$ cat config.mk
export PLATFORM = sky130hd
export DESIGN_NAME = packetizer
export DESIGN_NICKNAME = d
export VERILOG_FILES = /design/src/rtl/packetizer_pkg.sv /design/src/rtl/packetizer_seq_table.sv /design/src/rtl/packetizer.sv
export SDC_FILE = /design/constraint.sdc
export NUM_CORES = 1
export LEC_CHECK = 0
export ABC_AREA = 1
export CORE_MARGIN = 8
export CORE_UTILIZATION = 45
export CTS_CLUSTER_SIZE = 14
export DETAILED_ROUTE_END_ITERATION = 10
export SYNTH_ARGS = -nofsm -noshare
export SYNTH_HDL_FRONTEND = slang
export SYNTH_SLANG_ARGS = --single-unit
export TNS_END_PERCENT = 20
$ cat constraint.sdc
create_clock -name clk -period 29.1 [get_ports clk]
set_clock_uncertainty 0.1 [all_clocks]
set_input_delay 4.365 -clock clk [delete_from_list [all_inputs] [get_ports clk]]
set_output_delay 4.365 -clock clk [all_outputs]
set_load 0.05 [all_outputs]
$ cat src/rtl/packetizer_pkg.sv
// packetizer_pkg: shared state enum, framing constants and byte-order helpers for the packetizer
package packetizer_pkg;
  typedef enum logic [1:0] {IDLE, HDR, SEQ, PAY} state_e;
  localparam int NUM_STREAMS = 16;
  localparam int SW = $clog2(NUM_STREAMS);
  localparam int MAX_PAYLOAD_BYTES = 37;
  localparam int HDR_BYTES = 8;
  localparam int WORD_BYTES = 4;
  function automatic logic [3:0] num_words(input logic [5:0] len);
    return 4'(({1'b0, len} + 7'(HDR_BYTES + WORD_BYTES - 1)) / 7'(WORD_BYTES));
  endfunction
  function automatic logic [15:0] le16(input logic [15:0] x);
    return {x[7:0], x[15:8]};
  endfunction
  function automatic logic [31:0] le32(input logic [31:0] x);
    return {x[7:0], x[15:8], x[23:16], x[31:24]};
  endfunction
endpackage

$ cat src/rtl/packetizer_seq_table.sv
// seq_table: per-stream 32-bit sequence counters with sync clear, read port and +1/+2 increment
module seq_table #(
  parameter int N = 16,
  localparam int IW = $clog2(N)
) (
  input  logic          clk,
  input  logic          clr,
  input  logic [IW-1:0] rd_idx,
  output logic [31:0]   rd_data,
  input  logic          inc_en,
  input  logic [IW-1:0] inc_idx,
  input  logic          inc_two
);
  logic [31:0] cnt_q [N];
  assign rd_data = cnt_q[rd_idx];
  // counters wrap naturally at 2^32; clear has priority over increment
  always_ff @(posedge clk) begin
    if (clr) for (int i = 0; i < N; i++) cnt_q[i] <= '0;
    else if (inc_en) cnt_q[inc_idx] <= cnt_q[inc_idx] + (inc_two ? 32'd2 : 32'd1);
  end
endmodule

$ cat src/rtl/packetizer.sv
// packetizer: frames a message as header/sequence/payload 32-bit words; optional PACKETIZER_SEQ_SKIP_EN adds seqSkip
module packetizer
  import packetizer_pkg::*;
(
  input  logic          clk,
  input  logic          reset,
  input  logic [0:295]  msgIn,
  input  logic [15:0]   msgIn_stream,
  input  logic [5:0]    msgIn_len,
  input  logic          msgIn_val,
  output logic          msgIn_ready,
  output logic          dropErr,
  output logic [31:0]   dataOut,
  output logic          dataOut_val,
  input  logic          dataOut_ready,
`ifdef PACKETIZER_SEQ_SKIP_EN
  input  logic          seqSkip,
`endif
  output logic          dataOut_last
);
  state_e      state_q, state_d;
  logic [3:0]  idx_q, idx_d;
  logic [5:0]  len_q;
  logic [15:0] stream_q;
  logic [31:0] seq_q, cnt_rd, pay_w;
  logic [7:0]  pay_q [MAX_PAYLOAD_BYTES];
  logic        drop_q, skip, acc, bad, hs, last_w;
  logic [5:0]  b0;
`ifdef PACKETIZER_SEQ_SKIP_EN
  assign skip = seqSkip;
`else
  assign skip = 1'b0;
`endif
  assign msgIn_ready = state_q == IDLE && !reset;
  assign acc = msgIn_val && msgIn_ready;
  assign bad = msgIn_stream >= 16'(NUM_STREAMS) || msgIn_len > 6'(MAX_PAYLOAD_BYTES);
  assign hs = dataOut_val && dataOut_ready;
  seq_table #(.N(NUM_STREAMS)) u_seq (
    .clk     (clk),
    .clr     (reset),
    .rd_idx  (msgIn_stream[SW-1:0]),
    .rd_data (cnt_rd),
    .inc_en  (acc && !bad),
    .inc_idx (msgIn_stream[SW-1:0]),
    .inc_two (skip)
  );
  // next state: every non-idle state advances only on an output handshake
  always_comb begin
    state_d = state_q;
    idx_d = idx_q;
    unique case (state_q)
      IDLE: state_d = acc && !bad ? HDR : IDLE;
      HDR:  state_d = hs ? SEQ : HDR;
      SEQ: begin
        state_d = hs ? (len_q == '0 ? IDLE : PAY) : SEQ;
        idx_d = hs ? 4'd2 : idx_q;
      end
      PAY: begin
        state_d = hs && last_w ? IDLE : PAY;
        idx_d = hs ? idx_q + 4'd1 : idx_q;
      end
      default: state_d = IDLE;
    endcase
  end
  // state register; reset aborts any packet in flight
  always_ff @(posedge clk) begin
    if (reset) begin
      state_q <= IDLE;
      idx_q <= '0;
    end else begin
      state_q <= state_d;
      idx_q <= idx_d;
    end
  end
  // message capture on accept; seq is the counter value before this edge's increment
  always_ff @(posedge clk) begin
    if (reset) begin
      len_q <= '0;
      stream_q <= '0;
      seq_q <= '0;
      drop_q <= 1'b0;
      for (int k = 0; k < MAX_PAYLOAD_BYTES; k++) pay_q[k] <= '0;
    end else begin
      drop_q <= acc && bad;
      if (acc) begin
        len_q <= msgIn_len;
        stream_q <= msgIn_stream;
        seq_q <= cnt_rd + 32'(skip);
        for (int k = 0; k < MAX_PAYLOAD_BYTES; k++) pay_q[k] <= msgIn[8*k +: 8];
      end
    end
  end
  // output word mux; payload bytes at or beyond len are forced to zero
  always_comb begin
    pay_w = '0;
    b0 = {idx_q - 4'd2, 2'b00};
    for (int j = 0; j < 4; j++) pay_w[31-8*j -: 8] = b0 + 6'(j) < len_q ? pay_q[b0 + 6'(j)] : 8'h00;
    last_w = (state_q == PAY && idx_q == num_words(len_q) - 4'd1) || (state_q == SEQ && len_q == '0);
    dataOut = state_q == HDR ? {le16(16'(len_q) + 16'(HDR_BYTES)), le16(stream_q)} :
              state_q == SEQ ? le32(seq_q) :
              state_q == PAY ? pay_w : '0;
    dataOut_val = state_q != IDLE;
    dataOut_last = last_w;
    dropErr = drop_q;
  end
endmodule

# Word level (Yosys, flattened, before mapping)
# Memories as Yosys holds them, arrays and structs flattened.
# Index checks and enable logic that the tools add are counted.
[op_classes]
add_sub_neg = 9
mul = 0
div_mod_pow = 0
magnitude_cmp = 6
eq_ne = 6
n_shift = 0
muxes = 64
bitwise_logic = 37
n_reduce_logical = 18
[ops]
columns = ["cell", "n"]
rows = [
  ["2-to-1 mux 8 bit", 41],
  ["2-to-1 mux 32 bit", 4],
  ["OR 1 bit", 37],
  ["adder 32 x 1 -> 32 bit, second input constant", 1],
  ["OR reduction 32 bit", 1],
  ["< comparator 6 bit", 4],
  [">= comparator 16 x 5 -> 1 bit, second input constant", 1],
  ["adder 6 x 2 -> 6 bit, second input constant", 2],
  ["2-to-1 mux 4 bit", 3],
  ["2-to-1 mux 1 bit", 10],
  ["logical AND 1 bit", 8],
  ["2-to-1 mux 2 bit", 4],
  ["case mux 2 bit (4 select lines)", 1],
  ["case mux 4 bit (2 select lines)", 1],
  ["adder 6 x 4 -> 7 bit, second input constant", 1],
  ["adder 6 x 1 -> 6 bit, second input constant", 1],
  ["adder 6 x 4 -> 6 bit, second input constant", 1],
  ["> comparator 6 bit, second input constant", 1],
  ["zero test 6 bit", 1],
  ["adder 4 x 1 -> 4 bit, second input constant", 1],
  ["== test 2 bit, second input constant", 2],
  ["== test 4 bit", 1],
  ["inequality test 2 bit, second input constant", 2],
  ["nonzero test 2 bit", 2],
  ["7 further kinds", 9],
]
[totals]
ff_bits = 61
latch_bits = 0
mem_bits_rw = 808
rom_bits = 0
in_bits = 322
output_inout_bits = 36
word_cells = 148
mem_count = 2
[memory_table]
columns = ["name", "words", "word_bits", "read_ports", "rd_ports_with_merged_regs", "write_ports", "line_no", "source"]
rows = [
  ["u_seq.cnt_q", 16, 32, 1, 0, 16, "packetizer_seq_table.sv:14", "logic [31:0] cnt_q [N];"],
  ["pay_q", 37, 8, 4, 0, 37, "packetizer.sv:26", "logic [7:0] pay_q [MAX_PAYLOAD_BYTES];"],
]

# Logic depth before layout (Yosys ltp)
[depth]
ltp_word = 9
mapped_depth = 22
mapped_depth_nobuf = 18

# Cells and area by module
# A second synthesis with hierarchy kept.
[unflattened]
hier_cells = 5654
hier_area_um2 = 46575.9
[by_module_without_submodules]
columns = ["mod", "instances", "cells_each", "area_each_um2"]
rows = [
  ["seq_table", 1, 3713, 29507.0],
  ["packetizer", 1, 1941, 17068.9],
]

# Worst setup path before layout
# No wires, ideal clock.
[synth_path]
kind = "input-to-reg"
from = "input reset"
to = "memory pay_q[0][0], enable pin"
setup_time_ns = 0.777
arrival_time_ns = 13.624
required_time_ns = 28.223
setup_slack_ns = 14.599
stages = 4
path_buffers = 1
path_cell_list = "nor2_1 -> nand2_1 -> nand2_1 -> clkbuf_1"
[synth_lines]
columns = ["element", "line_no", "source"]
rows = [
  ["from (decl)", "packetizer.sv:6", "input logic reset,"],
  ["to (decl)", "packetizer.sv:26", ""],
]

# Worst setup path after layout
[layout_path]
from = "register idx_q[1]"
to = "output dataOut[15]"
[layout_between]
elab_chain_cells = 7
word_cells_on_any_way = 8
classes_between = "add/sub: 2; order compare: 1; mux: 4; memory: 1"
[layout_lines]
columns = ["element", "line_no", "source"]
rows = [
  ["from (decl)", "packetizer.sv:22", "logic [3:0] idx_q, idx_d;"],
  ["from (signal assigned)", "packetizer.sv:72", "idx_q <= idx_d;"],
  ["subtractor 4 x 2 -> 4 bit *", "packetizer.sv:96", "b0 = {idx_q - 4'd2, 2'b00};"],
  ["adder 6 x 2 -> 6 bit *", "packetizer.sv:97", "for (int j = 0; j < 4; j++) pay_w[31-8*j -: 8] = b0 + 6'(j) < len_q ? pay_q[b0 + 6'(j)] : 8'h00;"],
  ["memory (37 x 8 bit) or < comparator 6 bit (tied branches)", "--", ""],
  ["2-to-1 mux 8 bit *", "packetizer.sv:97", ""],
  ["2-to-1 mux 32 bit *", "packetizer.sv:101", "state_q == PAY ? pay_w : '0;"],
  ["2-to-1 mux 32 bit *", "packetizer.sv:100", "state_q == SEQ ? le32(seq_q) :"],
  ["2-to-1 mux 32 bit *", "packetizer.sv:99", "dataOut = state_q == HDR ? {le16(16'(len_q) + 16'(HDR_BYTES)), le16(stream_q)} :"],
  ["to (decl)", "packetizer.sv:13", "output logic [31:0] dataOut,"],
]
# Mark *: on every way between the ends. The rest lies on a longest branch, timed or not.

==> flow_summary.ini <==
[run_status]
status = finished clean

[route]
drtPass1Iterations = 6
route.vias.total = 33500
routedWlPerCell_um = 22.3
drtAntennaViolNets = 0
drt_iter0_markers = 3761
drc_errors = 0
dr_wl_met3_mm = 13.9
avgViaCountPerCell = 5.34
highest_layer = met5
met1Wirelength_mm = 56.8
routed_wl_mm = 139
wl_met2_mm = 64.3

[critical_path]
cp_max_fo = 49
cp_num_buf_inv = 5
worstSetupPathType = flop to output port
required_ns = 24.64
cp-start-kind = flop
crit_path_top_delay_cell = a31oi_1
crit_family = buffers and inverters
path_cells = buf_4 -> inv_2 -> ha_1 -> xnor2_2 -> buf_4 -> inv_1 -> ha_1 -> a21oi_1 -> nand3_1 -> a21o_1 -> a31oi_1 -> o21ai_0 -> o221ai_1 -> clkdlybuf4s50_1
end_kind = output port
slowest_delay_ns = 0.86
cp.arrival_ns = 6.75

[grt]
track_usage_pct = 26.1
grt_max_degree = 142
antenna_found_initial = 27
overflow = 0
grt_pass1_wl_mm = 203
grt_pass1_vias = 31900

[finish]
area_growth_pct = 17.3
num-fill-cells = 8517
multi_input_area_um2 = 13500
final_layout_size_suffix_gt1_share_pct = 6.13
final_nets = 5248
regArea_um2 = 25500

[floorplanning]
rows = 112
core_area_um2 = 93000
die_w_um = 322
die_area_um2 = 104000
fp.dieH_um = 322
design.portCount = 358
start_util_pct = 45.2

[synth]
synth_top_area_share_pct = 57.6
synthesis.area_um2 = 42100
syn_inst = 4689
ys_types = 48
synth_edf_count = 808
synthTopCellsByCount = nand2_1, edfxtp_1, nor2_1
synth_nets = 5022
synth-seq-cells = 869
ys_async_sr_fraction_pct = 0
seq_area_frac_synth_pct = 60.5
avgSynthCellArea_um2 = 8.98
synth_area_leaders = edfxtp_1, nand2_1, nor2_1
yosysMostFrequentCell = nand2_1
yosysWarnings = 0
yosysTopAreaCell = edfxtp_1
ys.flop_type = edfxtp_1

[sta]
period_needed_ns = 11.22
rsz0062_at_grt = no
slew_headroom_pct = 19.5
fin_crit_sh_pct = 38.6
tightest_slew_ns = 1.20
fin_setup_tns_ns = 0
slew_violations = 0
setup_slack_ns = 17.88
max_freq_mhz = 89.1
finalHoldViolCount = 0
setup_viol_count_final = 0

[power_and_ir_drop]
p_leak_uw = 0.0208
power_uw = 2890
p_per_area_nw_per_um2 = 58.6
irDropWorstVdd_mv = 0.0453

[cts]
clkSlewWorstSetupHoldPaths_ns = 0.06
clk_path_buf_depth = 3
clock-sinks = 869
postCtsSetupRepairBufs = 0
clockRootBuffer = clkbuf_16
postCtsHoldBufs = 0
cts_max_level = 3
clk_latency_ns = 0.66
cts_resized = 0
cts_tree = built
cts_inserted_buffers = 96

[placement]
io_buffers = 357
finalWeightedCongestion = 0.886
dp_hpwl_mm = 84.3
place_ws_ns = 18.61

[min_path]
hold_class = flop to flop

[run]
drv_cap = 0
==> through the flow <==
step                      cells  utilization (%)  hold slack (ns)  area (µm²)
after floorplan            4689                -            0.346       42100
after global placement     6071             49.8            0.355       46300
after detailed placement   6071             49.8            0.359       46300
after CTS                  6249             53.0            0.367       49300
after global routing       6256             53.0            0.387       49300
final                      6265             53.1            0.367       49400
==> registers in the layout, summed over array words and instances (netlist names) <==
| register | flops |
|---|---|
| stream_q | 16 |
| len_q | 6 |
| u_seq.cnt_q | 512 |
| dropErr | 1 |
| state_q | 2 |
| idx_q | 4 |
| pay_q | 296 |
| seq_q | 32 |
==> cells in the final DEF (no fill, tap or decap), drive strengths merged, types with 23 or more instances in the layout <==
cell           Yosys  layout
a21oi            342     342
a22oi             39      39
buf              143      67
clkbuf           151     141
clkdlybuf4s50      0     355
clkinv             2      33
dfxtp             61      61
edfxtp           808     808
inv              437     439
nand2           1674    1674
nand3             70      70
nand4             26      26
nor2             739     739
o211ai            23      23
o21ai             39      39
o22ai             39      39
==> power by group <==
| group | switching, µW | total [µW] | internal (µW) | leakage [µW] |
|---|---|---|---|---|
| sequential | 17.8 | 1440 | 1430 | 0.00893 |
| combinational | 183 | 268 | 84.3 | 0.0104 |
| clock | 496 | 1180 | 683 | 0.00148 |
| total | 697 | 2890 | 2190 | 0.0208 |
==> final timing paths <==
kind | start | to | slack, ns | cells after the start
worst max-delay path | idx_q[1]$_SDFFE_PP0P_ | dataOut[15] | 17.88 | 14
worst min-delay path | stream_q[9]$_SDFFE_PP0P_ | stream_q[9]$_SDFFE_PP0P_ | 0.37 | 2
worst max register to register | state_q[1]$_SDFF_PP0_ | pay_q[32][3]$_SDFFCE_PN0P_ | 25.23 | 8
worst min register to register | stream_q[9]$_SDFFE_PP0P_ | stream_q[9]$_SDFFE_PP0P_ | 0.37 | 2
==> cell type report <==
cell class / count / area share (%)
repair buffers: 422 / 8.25
clock inverters: 37 / 0.580
inverters: 439 / 3.36
diodes: 16 / 0.0811
multi-input cells: 3087 / 27.4
clock buffers: 141 / 5.53
flip-flops and latches: 869 / 51.6
well taps: 1254 / 3.18
==> metal layers <==
| metal | vias to the layer above | global-route usage, % |
|---|---|---|
| met1 | 15900 | 35.1 |
| met5 | - | 0 |
| met4 | 24 | 8.20 |
| met3 | 283 | 6.34 |
| met2 | 1569 | 41.7 |
| li1 | 15700 | - |
==> cell families after synthesis <==
kind of cell / count (synthesis) / share of synthesized area, %
AO/OA/AOI/OAI: 540 / 7.39
XOR/XNOR: 17 / 0.568
adder cells (fa/ha/maj): 11 / 0.327
buffers and inverters: 733 / 7.53
flip-flops: 869 / 60.5
AND/OR/NAND/NOR: 2519 / 23.6
==> worst register-to-register path, delay by kind of cell, from the launching register on <==
family	cells	cell delay (ns)
buf+inv	4	2.48
flops	1	0.40
simple gates	4	0.61
Power figures use the tool's default switching activity.
